<file path="src/rtl/int_ctrl.sv">
// Interrupt controller: synchronises six IRQ lines, latches edge/level pending
// bits, masks and prioritises them with in-service nesting, and drives a
// registered one-hot HWInt[7:2] request plus a vector/EOI register window.
module int_ctrl #(
  parameter logic [31:0] BASE_ADDR = 32'h0000_7F20,
  parameter int unsigned N_SRC     = 6
) (
  input  logic             clk,
  input  logic             rst,
  input  logic [29:0]      PrAddr,
  input  logic [31:0]      PrWD,
  input  logic             PrWe,
  input  logic             PrRe,
  input  logic [3:0]       BE,
  output logic [31:0]      PrRD,
  input  logic [N_SRC-1:0] irq_in,
  output logic [N_SRC-1:0] HWInt
);

  localparam int unsigned AW    = 30;
  localparam int unsigned DW    = 32;
  localparam int unsigned IW    = 3;
  localparam int unsigned N_REG = 6;

  localparam logic [AW-1:0] BASE_W = BASE_ADDR[31:2];

  localparam logic [2:0] OFF_PEND = 3'd0;
  localparam logic [2:0] OFF_MASK = 3'd1;
  localparam logic [2:0] OFF_MODE = 3'd2;
  localparam logic [2:0] OFF_ACK  = 3'd3;
  localparam logic [2:0] OFF_VEC  = 3'd4;
  localparam logic [2:0] OFF_EOI  = 3'd5;

  // Isolates the lowest set bit (index 0 is the highest priority).
  function automatic logic [N_SRC-1:0] lowest(input logic [N_SRC-1:0] x);
    return x & (~x + N_SRC'(1));
  endfunction

  logic [N_SRC-1:0] sync1_q, sync1_d;
  logic [N_SRC-1:0] sync2_q, sync2_d;
  logic [N_SRC-1:0] prev_q,  prev_d;
  logic [N_SRC-1:0] pend_q,  pend_d;
  logic [N_SRC-1:0] mask_q,  mask_d;
  logic [N_SRC-1:0] mode_q,  mode_d;
  logic [N_SRC-1:0] isr_q,   isr_d;
  logic [N_SRC-1:0] hwint_q, hwint_d;

  logic [AW-1:0]    addr_off;
  logic             hit;
  logic [2:0]       sel;
  logic             wr;
  logic [N_SRC-1:0] rise;
  logic [N_SRC-1:0] pend_eff;
  logic             vec_valid;
  logic [IW-1:0]    vec_idx;
  logic [N_SRC-1:0] acc_oh;
  logic [N_SRC-1:0] eoi_oh;
  logic [N_SRC-1:0] ack_bits;
  logic [N_SRC-1:0] below_top;
  logic [N_SRC-1:0] elig;

  logic unused_ok;
  assign unused_ok = ^{PrWD[DW-1:N_SRC], BE[3:1]};

  // Address decode and bus write qualification.
  always_comb begin
    addr_off = PrAddr - BASE_W;
    hit      = (addr_off < AW'(N_REG));
    sel      = addr_off[2:0];
    wr       = PrWe & BE[0] & hit;
  end

  // Pending view: edge bits come from the latch, level bits track the synchronised line.
  always_comb begin
    rise     = sync2_q & ~prev_q;
    pend_eff = (pend_q & mode_q) | (sync2_q & ~mode_q);
    vec_valid = |hwint_q;
    vec_idx   = '0;
    for (int i = N_SRC - 1; i >= 0; i--) begin
      if (hwint_q[i]) vec_idx = IW'(i);
    end
  end

  // Next-state for synchronisers, registers, pending, in-service and HWInt.
  always_comb begin
    sync1_d  = irq_in;
    sync2_d  = sync1_q;
    prev_d   = sync2_q;
    mask_d   = mask_q;
    mode_d   = mode_q;
    ack_bits = '0;
    acc_oh   = '0;
    eoi_oh   = '0;

    if (wr && sel == OFF_MASK) mask_d   = PrWD[N_SRC-1:0];
    if (wr && sel == OFF_MODE) mode_d   = PrWD[N_SRC-1:0];
    if (wr && sel == OFF_ACK)  ack_bits = PrWD[N_SRC-1:0];
    if (wr && sel == OFF_EOI)  eoi_oh   = lowest(isr_q);
    if (PrRe && hit && sel == OFF_VEC && vec_valid) acc_oh = hwint_q;

    // A rising edge in the same cycle as a clear keeps the bit set.
    pend_d = (mode_q & (rise | (pend_q & ~(ack_bits | acc_oh)))) |
             (~mode_q & sync2_q);

    // EOI retires the current top first, then acceptance marks the new one.
    isr_d = (isr_q & ~eoi_oh) | acc_oh;

    // Only sources above the highest in-service level may interrupt; all when idle.
    below_top = lowest(isr_d) - N_SRC'(1);
    elig      = pend_eff & mask_q & below_top;
    hwint_d   = lowest(elig);
  end

  // Read mux, combinational from the address.
  always_comb begin
    PrRD = '0;
    if (hit) begin
      case (sel)
        OFF_PEND: PrRD = DW'(pend_eff);
        OFF_MASK: PrRD = DW'(mask_q);
        OFF_MODE: PrRD = DW'(mode_q);
        OFF_VEC:  PrRD = {vec_valid, (DW - 1 - IW)'(0), vec_idx};
        default:  PrRD = '0;
      endcase
    end
  end

  // State registers with asynchronous active-low reset.
  always_ff @(posedge clk or negedge rst) begin
    if (!rst) begin
      sync1_q <= '0;
      sync2_q <= '0;
      prev_q  <= '0;
      pend_q  <= '0;
      mask_q  <= '0;
      mode_q  <= '1;
      isr_q   <= '0;
      hwint_q <= '0;
    end else begin
      sync1_q <= sync1_d;
      sync2_q <= sync2_d;
      prev_q  <= prev_d;
      pend_q  <= pend_d;
      mask_q  <= mask_d;
      mode_q  <= mode_d;
      isr_q   <= isr_d;
      hwint_q <= hwint_d;
    end
  end

  assign HWInt = hwint_q;

endmodule
</file>
<file path="config.mk">
export PLATFORM = sky130hd
export DESIGN_NAME = int_ctrl
export DESIGN_NICKNAME = d
export VERILOG_FILES = /design/src/rtl/int_ctrl.sv
export SDC_FILE = /design/constraint.sdc
export NUM_CORES = 1
export LEC_CHECK = 0
export CORE_UTILIZATION = 50
export DETAILED_ROUTE_END_ITERATION = 8
export DONT_BUFFER_PORTS = 1
export GPL_ROUTABILITY_DRIVEN = 1
export PLACE_DENSITY = 0.62
export SLEW_MARGIN = 5
export SYNTH_ARGS = -nofsm -noshare
export SYNTH_HDL_FRONTEND = slang
export SYNTH_SLANG_ARGS = --single-unit
</file>
<file path="constraint.sdc">
create_clock -name clk -period 4.6 [get_ports clk]
set_input_delay 0.69 -clock clk [delete_from_list [all_inputs] [get_ports clk]]
set_output_delay 0.69 -clock clk [all_outputs]
set_load 0.01 [all_outputs]
</file>
## Yosys cells after proc, flatten, opt, wreduce, memory -nomap -nowiden

Cells that the tools add are included.

| storage, ports and cells | value |
|---|---|
| register bits | 48 |
| bits of input ports | 76 |

| cells by class | value |
|---|---|
| reductions and logical operators | 9 |
| $add $sub $neg | 5 |
| bitwise operators | 25 |
| $lt $le $gt $ge | 1 |
| multiplexer cells | 11 |
| eq/ne operators | 5 |

Operators by type and width:

| kind | number |
|---|---|
| 32-bit case mux with 4 select lines | 1 |
| 6-bit AND | 11 |
| 6-bit NOT | 7 |
| 32-bit 2-to-1 mux | 1 |
| 30-bit by 3-bit < comparator with 1-bit output, second input constant | 1 |
| 6-bit OR | 5 |
| 30-bit by 13-bit subtractor with 30-bit output, second input constant | 1 |
| 6-bit by 1-bit adder with 6-bit output, second input constant | 3 |
| 3-bit 2-to-1 mux | 6 |
| 6-bit 2-to-1 mux | 3 |
| 1-bit logical AND | 7 |
| 3-bit by 2-bit == test with 1-bit output, second input constant | 2 |
| 3-bit == test, second input constant | 2 |
| 6-bit OR reduction | 1 |
| 6-bit by 1-bit subtractor with 6-bit output, second input constant | 1 |
| 3-bit by 1-bit == test with 1-bit output, second input constant | 1 |
| 3-bit zero test | 1 |
| 1-bit AND | 2 |

## Logic depth before layout (Yosys ltp)

| logic depth | value |
|---|---|
| depth after elaboration | 16 |
| mapped depth | 11 |

## Worst setup path after synthesis

No wires, ideal clock.

| timing path | value |
|---|---|
| kind | input -> output |
| start | in PrAddr[19] |
| end | out PrRD[1] |
| path buffers | 1 |
| path slack | 1.339 ns |
| arrival time | 2.571 ns |
| stages | 8 |
| cell sequence | or4_4 > nor2_1 > nand3_1 > a211oi_4 > o211a_1 > buf_2 > o21ai_0 > a21oi_1 |

| between the ends | value |
|---|---|
| cells in the longest elaborated chain, start to end | 3 |

Ends and longest elaborated chain:

| item | line | text |
|---|---|---|
| start: declaration | 10 | `input logic [29:0] PrAddr,` |
| 30-bit by 13-bit subtractor with 30-bit output | 67 | `addr_off = PrAddr - BASE_W;` |
| 30-bit by 3-bit < comparator with 1-bit output | 68 | `hit = (addr_off < AW'(N_REG));` |
| 32-bit 2-to-1 mux | 117 | `if (hit) begin` |
| end: declaration | 15 | `output logic [31:0] PrRD,` |

Every way passes these cells.

## Worst setup path after layout

| timing path | value |
|---|---|
| start | in PrAddr[19] |
| end | out PrRD[2] |

The elaborated chain is that of the path after synthesis.

==> flow_metrics.tcl <==
set metrics [dict create \
    path_class "in2out" \
    die_area_sq_mm 0.005944 \
    slew_headroom 0.6184 \
    numCtsBuffers 5 \
    peakVddDrop_uv 218.4 \
    r2r_end "HWInt[5]$_DFF_PN0_" \
    skew_ns 0.008673 \
    synth.top_cells.by_area "dfrtp_1, buf_4, dfstp_2" \
    via_per_inst 5.865 \
    grt_start_max_net_pins 49 \
    period_share 0.7951 \
    clock_latency_ns 0.30 \
    stdcell_area_sq_mm 0.002879 \
    fmax_mhz 273.4 \
    pre_cts_ws_ns 1.019 \
    ys_ff_latch 48 \
    antenna_found_initial 0 \
    placed_area_sq_mm 0.002785 \
    clock_path_buffers 2 \
    p_leak_nw 1.197 \
    cp_max_fo 9 \
    drt-pass1-iter-count 4 \
    globalplace.congestion 0.7927 \
    max-cap-violations 0 \
    post-route-min-period_ns 3.658 \
    cts.repair.resized 0 \
    grt_overflow 0 \
    synthToLayoutAreaGrowth_pct 2.085 \
    wl_per_cell_microns 16.37 \
    crit_arrival_ns 2.97 \
    synth.most_common_cell "dfrtp_1" \
    rsz0062_at_grt "no" \
    io_buffers 0 \
    cts_tree "built" \
    layout-drive-gt1-share 0.1502 \
    r2r_start "HWInt[1]$_DFF_PN0_" \
    crit_path_end_kind "primary output" \
    syn_area_sq_mm 0.002820 \
    boundaryPins 114 \
    cts_root_buffer "clkbuf_8" \
    grt_pass1_vias 1958 \
    worst_slew_pin_slew_ns 0.5682 \
    dieWidth_microns 77.10 \
    power_density_mw_per_mm2 254.3 \
    ctsHtreeMaxLevel 2 \
    r2r_cells 7 \
    post-cts-setup-buffer-count 0 \
    start_util 0.5351 \
    ys_seq_area_frac 0.4286 \
    synth_top_flop_cell "dfrtp_1" \
    hold_path_class "in2async" \
    n_antenna_cell 0 \
    grt_use_total 0.2064 \
    final-hold-violation-count 0 \
    total_power_w 0.0007321 \
    yosys_warnings 0 \
    synth-edff-count 0 \
    drt_iter0_markers 93 \
    cp-start-kind "primary input" \
    die_y_microns 77.10 \
    drc 0 \
    setup_viol 0 \
    avgSynthCellArea_sq_um 9.658 \
    synth_cells 292 \
    core-area_sq_mm 0.005270 \
    hpwl_mm 4.356 \
    synthArstFlopShare 1.000 \
    finalWirelength_mm 5.943 \
    synth_common_cells "dfrtp_1, nand2_1, buf_4, nor2_1, o21ai_0" \
    crit_required_ns 3.91 \
    synth_top_area_frac 0.3727 \
    ctsHoldBuffers 0 \
    status "finished, final reports clean" \
    slew_violations 0 \
    fillCellCount 469 \
    setup-tns-final_ns 0 \
    post-route-util 0.5463 \
    grt_first_pass_wirelength_mm 9.522 \
    clkTransAtPathRegs_ns 0.09 \
    clock-sinks 48 \
    vias 2129 \
    rows 26 \
    ant_nets 0 \
    synth_cell_types 57 \
    setup_ws_ns 0.9424 \
    r2r_slack_ns 2.58 \
    synth_top_cell_by_area "dfrtp_1" \
    nets 369 \
]
metrics by stage:
stage / hold WS [ns] / cells
finish: 0.07305 / 363
global route: 0.05253 / 363
CTS: 0.06281 / 363
detailed placement: 0.3347 / 355
global placement: 0.3332 / 355
floorplan: 0.3312 / 316
cells by family (layout without fill, tap and decap cells):
kind of cell	count (synthesis)	after routing	share of synthesized area
adders and majority gates	1	1	0.004436
other	1	25	0.001330
muxes	13	13	0.05191
DFF	48	48	0.4286
AOI/OAI and AO/OA	70	70	0.1939
and+or+nand+nor	119	119	0.2325
buffers and inverters	40	17	0.08740
per-layer routing:
| metal | up-vias | GRT usage | share of wire | routed length (microns) |
|---|---|---|---|---|
| met5 | - | 0 | 0 | 0 |
| met4 | 0 | 0.05660 | 0.0089 | 53 |
| met3 | 6 | 0.05476 | 0.080 | 476 |
| met2 | 87 | 0.3420 | 0.47 | 2795 |
| met1 | 1012 | 0.2659 | 0.44 | 2617 |
| li1 | 1024 | - | - | - |
worst max path at each step:
| stage | from | to | slack [ns] | depth (start not counted) |
|---|---|---|---|---|
| floorplan | PrAddr[19] | PrRD[1] | 1.34 | 8 |
| global placement | PrAddr[19] | PrRD[2] | 1.02 | 7 |
| detailed placement | PrAddr[19] | PrRD[2] | 1.02 | 7 |
| CTS | PrAddr[19] | PrRD[2] | 1.02 | 7 |
| global route | PrAddr[19] | PrRD[2] | 0.76 | 7 |
| finish | PrAddr[19] | PrRD[2] | 0.94 | 7 |
worst max-delay path, stage by stage:
cell	delay [ns]
or4_4	0.55
nor4_1	0.40
nand4b_1	0.15
nand3_1	0.29
o211a_1	0.40
o21ai_0	0.18
a21oi_1	0.31
layout by cell type, fill, tap and decap left out, drive strengths merged, types with 6 or more instances in the layout:
cell     n
dfrtp   42
nand2   34
conb    25
nor2    18
o21ai   16
mux2    13
nor3    13
nand3   13
a21oi   12
inv      9
o211ai   9
nor4     8
a21boi   7
clkbuf   7
a22o     6
dfstp    6
sequential cells by signal (all words and copies together) (netlist names):
| register | flops |
|---|---|
| mode_q | 6 |
| HWInt | 6 |
| isr_q | 6 |
| prev_q | 6 |
| sync1_q | 6 |
| mask_q | 6 |
| pend_q | 6 |
| prev_d | 6 |
cell type report:
| cell class | count | area [sq um] | area share |
|---|---|---|---|
| multi-input combinational | 228 | 1455 | 0.5054 |
| clock inverter | 1 | 7.507 | 0.002608 |
| tap | 70 | 87.58 | 0.03042 |
| clock buffer | 7 | 86.33 | 0.02999 |
| inverter | 9 | 33.78 | 0.01173 |
| sequential | 48 | 1209 | 0.4198 |
where the power goes:
group | total [W] | internal (W) | switching, W
registers | 0.000438 | 0.000433 | 0.00000499
logic | 0.0000369 | 0.0000128 | 0.0000242
clock network | 0.000258 | 0.000122 | 0.000135
Power figures use the tool's default switching activity.
